### config.mk
export PLATFORM = sky130hd
export DESIGN_NAME = ysyx_22040931_wb_queue
export DESIGN_NICKNAME = d
export VERILOG_FILES = /design/src/rtl/ysyx_22040931_wb_queue.sv
export SDC_FILE = /design/constraint.sdc
export NUM_CORES = 1
export LEC_CHECK = 0
export CORE_MARGIN = 2
export CORE_UTILIZATION = 45
export CTS_CLUSTER_DIAMETER = 50
export DETAILED_ROUTE_END_ITERATION = 8
export PLACE_DENSITY_LB_ADDON = 0.2
export SLEW_MARGIN = 20
export SYNTH_ARGS = -nofsm -noshare
export SYNTH_HDL_FRONTEND = slang
export SYNTH_SLANG_ARGS = --single-unit
### constraint.sdc
create_clock -name clk -period 7.55 [get_ports clk]
set_input_delay 1.51 -clock clk [delete_from_list [all_inputs] [get_ports clk]]
set_output_delay 1.51 -clock clk [all_outputs]
set_load 0.05 [all_outputs]
### src/rtl/ysyx_22040931_wb_queue.sv
// Write-back queue: DEPTH-entry FIFO between MEM and the shared regfile write port.
// Optional difftest trace ports are enabled with `define YSYX_22040931_WB_TRACE_EN.
module ysyx_22040931_wb_queue #(
    parameter int DATA_W = 64,
    parameter int PC_W   = 64,
    parameter int REG_AW = 5,
    parameter int DEPTH  = 2,
    parameter int CNT_W  = 32
) (
    input  logic              clk,
    input  logic              rst,
    input  logic              flush,
    input  logic              in_valid,
    output logic              in_ready,
    input  logic              in_w_ena,
    input  logic [REG_AW-1:0] in_w_addr,
    input  logic [DATA_W-1:0] in_w_data,
    input  logic [PC_W-1:0]   in_pc,
    input  logic              w_ready,
    output logic              w_ena,
    output logic [REG_AW-1:0] w_addr,
    output logic [DATA_W-1:0] w_data,
    output logic              fwd_valid,
    output logic [REG_AW-1:0] fwd_addr,
    output logic [DATA_W-1:0] fwd_data,
    output logic [CNT_W-1:0]  commit_cnt,
    output logic              empty
`ifdef YSYX_22040931_WB_TRACE_EN
    ,
    output logic              commit_valid,
    output logic [PC_W-1:0]   commit_pc
`endif
);

    localparam int PTR_W   = (DEPTH > 1) ? $clog2(DEPTH) : 1;
    localparam int CNT_Q_W = PTR_W + 1;
    localparam logic [CNT_Q_W-1:0] FULL_C = CNT_Q_W'(DEPTH);

    // A write to x0 is architecturally a no-op, so it never reaches the port or forwarding.
    function automatic logic is_rd_write(input logic ena, input logic [REG_AW-1:0] addr);
        return ena & (addr != {REG_AW{1'b0}});
    endfunction

    logic [PTR_W-1:0]   rd_ptr_r;
    logic [PTR_W-1:0]   wr_ptr_r;
    logic [CNT_Q_W-1:0] count_r;
    logic [CNT_W-1:0]   commit_cnt_r;

    logic               ent_ena_r  [DEPTH];
    logic [REG_AW-1:0]  ent_addr_r [DEPTH];
    logic [DATA_W-1:0]  ent_data_r [DEPTH];

    logic               empty_s;
    logic               full_s;
    logic               push_s;
    logic               pop_s;
    logic               head_ena_s;
    logic [REG_AW-1:0]  head_addr_s;
    logic [DATA_W-1:0]  head_data_s;
    logic               head_wr_s;

    assign empty_s = (count_r == {CNT_Q_W{1'b0}});
    assign full_s  = (count_r == FULL_C);
    assign push_s  = in_valid & ~full_s;
    assign pop_s   = ~empty_s & w_ready;

    // Pointer and occupancy control; flush overrides any same-cycle push or pop.
    always_ff @(posedge clk or posedge rst) begin
        if (rst) begin
            rd_ptr_r <= {PTR_W{1'b0}};
            wr_ptr_r <= {PTR_W{1'b0}};
            count_r  <= {CNT_Q_W{1'b0}};
        end else if (flush) begin
            rd_ptr_r <= {PTR_W{1'b0}};
            wr_ptr_r <= {PTR_W{1'b0}};
            count_r  <= {CNT_Q_W{1'b0}};
        end else begin
            if (push_s) begin
                wr_ptr_r <= wr_ptr_r + PTR_W'(1);
            end
            if (pop_s) begin
                rd_ptr_r <= rd_ptr_r + PTR_W'(1);
            end
            case ({push_s, pop_s})
                2'b10:   count_r <= count_r + CNT_Q_W'(1);
                2'b01:   count_r <= count_r - CNT_Q_W'(1);
                default: count_r <= count_r;
            endcase
        end
    end

    // Entry storage; a flushed push is dropped.
    always_ff @(posedge clk or posedge rst) begin
        if (rst) begin
            for (int i = 0; i < DEPTH; i++) begin
                ent_ena_r[i]  <= 1'b0;
                ent_addr_r[i] <= {REG_AW{1'b0}};
                ent_data_r[i] <= {DATA_W{1'b0}};
            end
        end else if (push_s && !flush) begin
            ent_ena_r[wr_ptr_r]  <= in_w_ena;
            ent_addr_r[wr_ptr_r] <= in_w_addr;
            ent_data_r[wr_ptr_r] <= in_w_data;
        end
    end

    // Commit counter; a pop in the flush cycle has already been presented on w_*.
    always_ff @(posedge clk or posedge rst) begin
        if (rst) begin
            commit_cnt_r <= {CNT_W{1'b0}};
        end else if (pop_s) begin
            commit_cnt_r <= commit_cnt_r + CNT_W'(1);
        end
    end

    // Head view, zeroed while the queue is empty.
    always_comb begin
        head_ena_s  = 1'b0;
        head_addr_s = {REG_AW{1'b0}};
        head_data_s = {DATA_W{1'b0}};
        if (!empty_s) begin
            head_ena_s  = ent_ena_r[rd_ptr_r];
            head_addr_s = ent_addr_r[rd_ptr_r];
            head_data_s = ent_data_r[rd_ptr_r];
        end else begin
            head_ena_s  = 1'b0;
            head_addr_s = {REG_AW{1'b0}};
            head_data_s = {DATA_W{1'b0}};
        end
    end

    assign head_wr_s  = is_rd_write(head_ena_s, head_addr_s);

    assign in_ready   = ~full_s;
    assign empty      = empty_s;
    assign w_ena      = head_wr_s & w_ready;
    assign w_addr     = head_addr_s;
    assign w_data     = head_data_s;
    assign fwd_valid  = head_wr_s;
    assign fwd_addr   = head_addr_s;
    assign fwd_data   = head_data_s;
    assign commit_cnt = commit_cnt_r;

`ifdef YSYX_22040931_WB_TRACE_EN
    logic [PC_W-1:0] ent_pc_r [DEPTH];

    // PC storage for difftest, written alongside the entry payload.
    always_ff @(posedge clk or posedge rst) begin
        if (rst) begin
            for (int i = 0; i < DEPTH; i++) begin
                ent_pc_r[i] <= {PC_W{1'b0}};
            end
        end else if (push_s && !flush) begin
            ent_pc_r[wr_ptr_r] <= in_pc;
        end
    end

    assign commit_valid = pop_s;
    assign commit_pc    = empty_s ? {PC_W{1'b0}} : ent_pc_r[rd_ptr_r];
`else
    logic unused_pc_s;
    assign unused_pc_s = ^in_pc;
`endif

endmodule

==> results.yml <==
run_status:
  status: "complete, no violations"
finish:
  layout-drive-gt1-share_pct: 21.2
  fin_cells: 1098
  finish.instance_area_um2: 11200
  n_antenna_cell: 0
  area_growth_pct: 31.4
  nets: 991
yosys:
  synth_edf_count: 0
  yosysTopAreaCell: "dfrtp_1"
  synth_cell_types: 36
  ys_seq_elements: 176
  seq_area_frac_synth_pct: 51.7
  syn-cell-area_um2: 8520
  syn_nets: 822
  synthXorXnorAreaFrac_pct: 3.39
  avgSynthCellArea_um2: 12.5
  synth_top_family_by_area: "multiplexers"
  synth-adder-area-share_pct: 0.147
  yosysWarnings: 0
  yosys-top-cells-area: "dfrtp_1 (52%), mux2_2 (18%), mux2i_1 (8.3%)"
  yosysTopAreaCellShare_pct: 51.7
  yosys_most_used_dff: "dfrtp_1"
  muxShareOfSynthArea_pct: 27.0
  synth_compound_area_share_pct: 0.588
  synthCells: 682
  synth-simple-area-share_pct: 8.36
  ys_async_sr_fraction_pct: 100
route:
  wl_um: 18700
  dr.pass1.iters: 5
  wl_per_cell_um: 17.0
  drt-initial-drc-count: 215
  dr_total_vias: 5687
  via_per_inst: 5.18
  drc_errors: 0
  ant_nets: 0
place:
  placed_cell_area_um2: 10600
  place_inst: 1066
  preCtsSetupSlack_ns: 2.58
  gp_congestion: 0.793
  hpwl_um: 12500
  io_buffers: 248
timing:
  rsz0062_at_grt: "no"
  max_freq_mhz: 201
  worst_pin_slew_ns: 0.953
  holdWs_ns: 0.485
  setup_viol_count_final: 0
  hold_viol_final: 0
  finalCritPeriodShare_pct: 65.8
  max_slew_margin_pct: 36.5
  worst_slack_ns: 2.58
  drv_slew: 0
  finClkSkew_ns: 0.0106
  fin_crit_ns: 4.97
  setup_tns_ns: 0
worst_setup_path:
  crit_chain: "clkdlybuf4s50_1, o21ai_1, nor3_1, clkdlybuf4s50_1"
  cp_slowest_cell: "clkdlybuf4s50_1"
  worst-path-stages: 4
  crit_path_end_kind: "output pin"
  crit_required_ns: 6.04
  rr_worst_depth: 5
  cp_common_cell: "clkdlybuf4s50_1"
  cp_max_fo: 8
  r2r_start: "count_r[0]"
  critPathCapture: "w_ena"
  critical_path.max_stage_delay_ns: 0.88
  cp-start-kind: "input port"
  cp.arrival_ns: 3.46
  cp-startpoint: "w_ready"
  crit_type: "in -> out"
  reg2reg_slack_ns: 5.52
  crit_buf_inv: 2
  cp_top_family: "buffers and inverters"
  worst_r2r_endpoint: "ent_data_r[112]"
pwr:
  powerDensity_nw_per_um2: 293
  peakVddDrop_uv: 226
  p_leak_nw: 4.51
min_path:
  hold_path.class: "reg -> reg"
die:
  die-height_um: 142
  io_pins: 313
  fp-row-count: 50
  coreArea_um2: 18600
  die_w_um: 142
  start_util_pct: 45.7
  fp.dieArea_um2: 20000
clocking:
  cts.sinks: 176
  cts_resized: 0
  clk_pin_slew_ns: 0.07
  postCtsSetupRepairBufs: 0
  cts_tree: "built"
  clk_path_buf_depth: 2
  ctsHtreeMaxLevel: 4
  hold_buffers: 0
  insertion_delay_ns: 0.43
  numCtsBuffers: 17
  root_buffer: "clkbuf_16"
global_routing:
  grt-ovfl-total: 0
  grt_pass1_vias: 5941
  grt_usage_pct: 18.8
  grt_pass1_wl_um: 29600
  grt_max_degree: 108
  grt_antenna_before_repair: 0
run:
  maxCapViolations: 0
==> per-layer routing <==
metal	track usage, %	up-vias	wire length [um]
met3	4.45	19	965
met5	0	-	0
li1	-	2625	-
met4	5.74	0	243
met1	22.8	2882	7910
met2	33.4	161	9600
==> cell families after synthesis <==
| logic type | after synthesis |
|---|---|
| adders and majority gates | 1 |
| xor gates and xnor gates | 33 |
| DFF | 176 |
| buffers and inverters | 108 |
| AOI/OAI and AO/OA | 8 |
| and+or+nand+nor | 144 |
| muxes | 212 |
==> worst min path at each step <==
stage / end / cells after the start / start / slack, ns
after floorplan: ent_data_r[116] / 1 / ent_data_r[116] / 0.46
after global placement: ent_data_r[119] / 1 / ent_data_r[119] / 0.47
after detailed placement: ent_data_r[116] / 1 / ent_data_r[116] / 0.47
after CTS: ent_data_r[116] / 1 / ent_data_r[116] / 0.49
after global routing: ent_data_r[117] / 1 / ent_data_r[117] / 0.50
final: ent_data_r[127] / 1 / ent_data_r[127] / 0.48
==> layout by cell type (no fill, tap or decap), types with 2 or more instances in the layout <==
cell type / count
mux2_1: 6
nor3_1: 3
and2_1: 6
xnor2_1: 28
xor2_1: 5
mux2i_1: 71
buf_4: 8
a31oi_1: 2
clkbuf_16: 17
nor2_1: 79
a21oi_1: 3
inv_6: 5
dfrtp_1: 175
nand3_1: 10
mux2_2: 135
and4_1: 3
nand2_1: 7
clkinvlp_4: 2
and3_1: 4
nand4_1: 21
clkinv_4: 4
clkinv_2: 3
clkdlybuf4s50_1: 248
==> Yosys cell counts (all sizes together) (5+ instances only) <==
cell type and n:
dfrtp 176, mux2 141, buf 99, nor2 80, mux2i 71, xnor2 28
nand4 21, nand3 10, nand2 8, clkbuf 7, and2 6, xor2 5
==> final cells by class <==
cell class / count / area (um2)
clock inverter: 14 / 130
timing repair buffer: 256 / 2540
sequential: 176 / 4410
tap: 234 / 293
multi-input combinational: 398 / 3370
fill: 1460 / 7450
clock buffer: 18 / 439
inverter: 2 / 12.5
==> sequential cells by signal (all words and copies together) (netlist names) <==
| name | cells |
|---|---|
| count_r | 2 |
| ent_ena_r | 2 |
| wr_ptr_r | 1 |
| commit_cnt | 32 |
| ent_data_r | 128 |
| rd_ptr_r | 1 |
| ent_addr_r | 10 |
==> power breakdown <==
part	total, mW	internal, mW	switching (mW)
sequential	1.31	1.17	0.143
clock	0.842	0.467	0.375
combinational	1.13	0.467	0.661
==> metrics by stage <==
stage / util [%] / power, mW
floorplan: - / 2.17
CTS: 60.0 / 3.32
detailed placement: 57.0 / 2.47
global route: 60.0 / 3.45
global placement: 57.0 / 2.43
finish: 60.0 / 3.28
Note: power is estimated with default switching activity, not from simulation.
==> RTL change 1: new RTL, same settings <==
Change the parameter `CNT_W` from 32 to 16.
--- a/src/rtl/ysyx_22040931_wb_queue.sv
+++ b/src/rtl/ysyx_22040931_wb_queue.sv
@@ -5,7 +5,7 @@
     parameter int PC_W   = 64,
     parameter int REG_AW = 5,
     parameter int DEPTH  = 2,
-    parameter int CNT_W  = 32
+    parameter int CNT_W  = 16
 ) (
     input  logic              clk,
     input  logic              rst,
Interface: changed (resized commit_cnt); port bits go from 313 to 297. No check against the original RTL was run, so the function may have changed too.
==> RTL change 1 against the unedited design <==
Sequential cell count fell by 16; worst setup slack improved by 0.081 ns; routed wire length fell by 13%; die area fell by 9.1%; first-iteration DRC count fell by 36%; power fell by 4.6%; synthesized cell count fell by 11%; critical path depth did not move; cell area fell by 8.8%; sequential share of layout area fell by 0.14 points; synthesized area fell by 9.3%; register-to-register slack got worse by 0.53 ns; sequential power fell by 7%; critical endpoint unchanged; largest cell class unchanged.
==> RTL change 1: results (changes against the unedited design) <==
global_route:
  grt_pass1_vias: 5323  # -10%
  grt_antenna_before_repair: 0  # unchanged
  grt_start_max_net_pins: 82  # -24%
  grt_pass1_wl_um: 26200  # -11%
  grt_usage_pct: 18.4  # -0.45 points
synth:
  synth_cell_types: 35  # -2.8%
  synth_seq_area_share_pct: 51.8  # +0.13 points
  synth_area_leaders: "dfrtp_1, mux2_2, mux2i_1"
  netlist.area_leader.share_pct: 51.8  # +0.13 points
  async_flop_share_pct: 100  # unchanged
  synth.avg_cell_area_sq_um: 12.7  # +1.6%
  syn_nets: 749  # -8.9%
  synthTopCellsByCount: "dfrtp_1, mux2_2, nor2_1"
drt:
  drt-total-wl_um: 16300  # -13%
  drtIter0Drc: 138  # -36%
  vias_per_cell: 5.02  # -3.0%
  first_pass_iters: 4  # -1
  vias: 5004  # -12%
min_path:
  worst_hold_path_type: "flop to flop"
  min_path_cells: 1  # unchanged
  worstHoldStart: "ent_data_r[119]$_DFFE_PP0P_"
  hold-path-endpoint: "ent_data_r[119]$_DFFE_PP0P_"
worst_setup_path:
  critPathTopFamily: "buffers and inverters"
  critical_path.startpoint: "rd_ptr_r$_DFFE_PP0P_"
  arrival_ns: 3.38  # -0.08 ns
  r2r_setup_slack_ns: 4.99  # -0.53 ns
  r2r_end: "ent_data_r[77]$_DFFE_PP0P_"
  cp_slowest_stage_delay_ns: 0.85  # -0.03 ns
  worst-path-max-fanout: 39  # +31
clocking:
  root_buffer: "clkbuf_16"
  postCtsSetupBuffers: 0  # unchanged
sta:
  hold_ws_ns: 0.485  # +0.000292 ns
  slew_headroom_pct: 37.8  # +1.3 points
  final.min_clock_period_ns: 4.89  # -0.0815 ns
  skew_ns: 0.00633  # -0.00425 ns
  finalSetupViolCount: 0  # unchanged
cells_and_area:
  final_nets: 906  # -8.6%
  drive_gt1_share_pct: 22.2  # +0.98 points
place:
  dp_hpwl_um: 11100  # -12%
  place_area_sq_um: 9670  # -9.0%
  place_ws_ns: 2.73  # +0.147 ns
  portBuffers: 232  # -6.5%
  placed_cells: 967  # -9.3%
  globalplace.congestion: 0.730  # -7.9%
power:
  ir_worst_vdd_mv: 0.190  # -16%
  p_leak_uw: 0.00413  # -8.4%
status:
  status: "finished, final reports clean"
RTL change 1: power breakdown:
part	internal [uW]	switching, uW	leakage, uW
Clock	472	314	0.000261
Sequential	1090	133	0.00192
Combinational	466	660	0.00194
RTL change 1: logic make-up (layout without fill, tap and decap cells):
kind of cell / Yosys count / in the layout / synth area share (%)
adders and majority gates: 1 / 1 / 0.162
AOI/OAI and AO/OA: 7 / 7 / 0.551
muxes: 212 / 212 / 29.8
and+or+nand+nor: 109 / 109 / 6.38
buffers and inverters: 103 / 270 / 9.39
DFF: 160 / 160 / 51.8
xor gates and xnor gates: 17 / 17 / 1.93
RTL change 1: layout make-up:
type	instances	area, sq um
tap	220	275
clock inverter	6	60.1
timing repair buffer	239	2380
fill	1332	6490
clock buffer	23	478
inverter	2	12.5
multi-input combinational	346	3000
sequential	160	4010
RTL change 1: per-layer routing:
layer,track usage [%],vias to the layer above,wire [um]
met3,4.99,23,993
met4,6.13,0,267
li1,-,2330,-
met2,32.2,158,8150
met5,0,-,0
met1,21.9,2493,6870
==> RTL change 2: new RTL, config.mk and constraints unchanged <==
Without the edit above. Register the output `commit_cnt` once more; this adds one clock of latency there. The other outputs are not delayed to match.
--- a/src/rtl/ysyx_22040931_wb_queue.sv
+++ b/src/rtl/ysyx_22040931_wb_queue.sv
@@ -139,7 +139,9 @@
     assign fwd_valid  = head_wr_s;
     assign fwd_addr   = head_addr_s;
     assign fwd_data   = head_data_s;
-    assign commit_cnt = commit_cnt_r;
+    always_ff @(posedge clk) begin
+        commit_cnt <= commit_cnt_r;
+    end
 
 `ifdef YSYX_22040931_WB_TRACE_EN
     logic [PC_W-1:0] ent_pc_r [DEPTH];
Formal check against the unedited RTL: not equivalent (Yosys sat finds a counterexample within 4 cycles, from zero or initial values and one cycle with rst high).
==> RTL change 2 against the unedited design <==
Die area is 7.1% higher; sequential cell count is 32 higher; register-to-register slack worse by 0.62 ns; synthesized cell count is 3.5% higher; worst setup slack better by 0.066 ns; synthesized area is 7.3% higher; cell area is 8.0% higher; routed wire length is 4.7% higher; utilization is 0.085 points higher; sequential power is 14% higher; final cell count is 6.6% higher; via count is 2.9% higher; power is 14% higher; largest cell class unchanged; largest power group unchanged.
==> RTL change 2: results (changes against the unedited design) <==
place:
  place_ws_ns: 2.66  # +0.0780 ns
  placed_cells: 1127  # +5.7%
  place_area_sq_um: 11300  # +6.2%
  globalplace.congestion: 0.775  # -2.2%
  dp_hpwl_um: 13100  # +4.6%
worst_setup_path:
  r2r_end: "ent_data_r[85]$_DFFE_PP0P_"
  arrival_ns: 3.39  # -0.07 ns
  r2r_setup_slack_ns: 4.90  # -0.62 ns
  crit_slowest_cell: "clkdlybuf4s50_1"
  cp_slowest_stage_delay_ns: 0.85  # -0.03 ns
global_route:
  grtUsageMet2_pct: 32.9  # -0.57 points
  grt_start_max_net_pins: 98  # -9.3%
  grt_pass1_vias: 6230  # +4.9%
  grt_pass1_wl_um: 31700  # +7.3%
  grt_util_met1_pct: 21.1  # -1.7 points
  grt_usage_pct: 18.1  # -0.74 points
  met3_usage_pct: 4.94  # +0.48 points
synth:
  synth_fa_ha_area_share_pct: 0.137  # -0.010 points
  synthMuxAreaShare_pct: 25.0  # -2.0 points
  synth_compound_area_share_pct: 0.561  # -0.026 points
  synth_area_leaders: "dfrtp_1, mux2_2, mux2i_1"
  synth_ff_type: "dfrtp_1"
  synth_cell_types: 38  # +5.6%
  synth.avg_cell_area_sq_um: 12.9  # +3.7%
  synth_seq_area_share_pct: 55.2  # +3.5 points
  async_flop_share_pct: 84.6  # -15 points
  synthTopCellsByCount: "dfrtp_1, mux2_2, nor2_1"
  synth_xor_area_share_pct: 3.16  # -0.23 points
  syn_nets: 846  # +2.9%
sta:
  slew_headroom_pct: 30.0  # -6.5 points
  fin_crit_sh_pct: 65.0  # -0.88 points
  skew_ns: 0.0176  # +0.00706 ns
  hold_ws_ns: 0.392  # -0.0928 ns
clocking:
  clk_latency_ns: 0.51  # +0.08 ns
  htreeDepth: 1  # -3
  clk_path_buf_depth: 3  # +1
  cts-buffers-inserted: 24  # +7
  root_buffer: "clkbuf_16"
min_path:
  min_path_cells: 0  # -1
  worst_hold_path_type: "flop to flop"
  worstHoldStart: "commit_cnt_r[31]$_DFFE_PP0P_"
  hold-path-endpoint: "commit_cnt[31]$_DFF_P_"
drt:
  first_pass_iters: 4  # -1
  wl_met1_um: 7880  # -0.39%
  drtIter0Drc: 200  # -7.0%
  vias: 5851  # +2.9%
  wl_met2_um: 9910  # +3.3%
  wl_met3_um: 1350  # +40%
  routedWlPerCell_um: 16.7  # -1.9%
cells_and_area:
  final_cells: 1171  # +6.6%
  final_nets: 1023  # +3.2%
  n_fill_cell: 1564  # +7.1%
  drive_gt1_share_pct: 21.2  # about the same
power:
  p_int_uw: 2500  # +19%
  p_leak_uw: 0.00486  # +7.7%
  pwr-share-seq_pct: 39.7  # -0.3 points
  ir_worst_vdd_mv: 0.202  # -10%
  p_switching_uw: 1260  # +7.1%
status:
  status: "finished, final reports clean"
[RTL change 2: critical path, delay by kind of cell]
| family | cells | cell delay (ns) |
|---|---|---|
| simple gates | 1 | 0.21 |
| compound gates | 1 | 0.18 |
| buf+inv | 2 | 1.49 |
[RTL change 2: cells by family (layout without fill, tap and decap cells)]
logic type	Yosys count	after routing
AO/OA/AOI/OAI	7	7
AND/OR/NAND/NOR	142	142
adder cells (fa/ha/maj)	1	1
XOR/XNOR	33	33
flip-flops	208	208
multiplexers	211	211
buffers and inverters	104	299
[RTL change 2: area by class of cell]
class                   count  area [sq um]  share of cell area [%]
clock buffers              33           686                    5.67
clock inverters            11           114                   0.942
inverters                   1          8.76                  0.0724
multi-input cells         394          3360                    27.8
flip-flops and latches    208          5050                    41.8
well taps                 270           338                    2.79
repair buffers            254          2530                    20.9
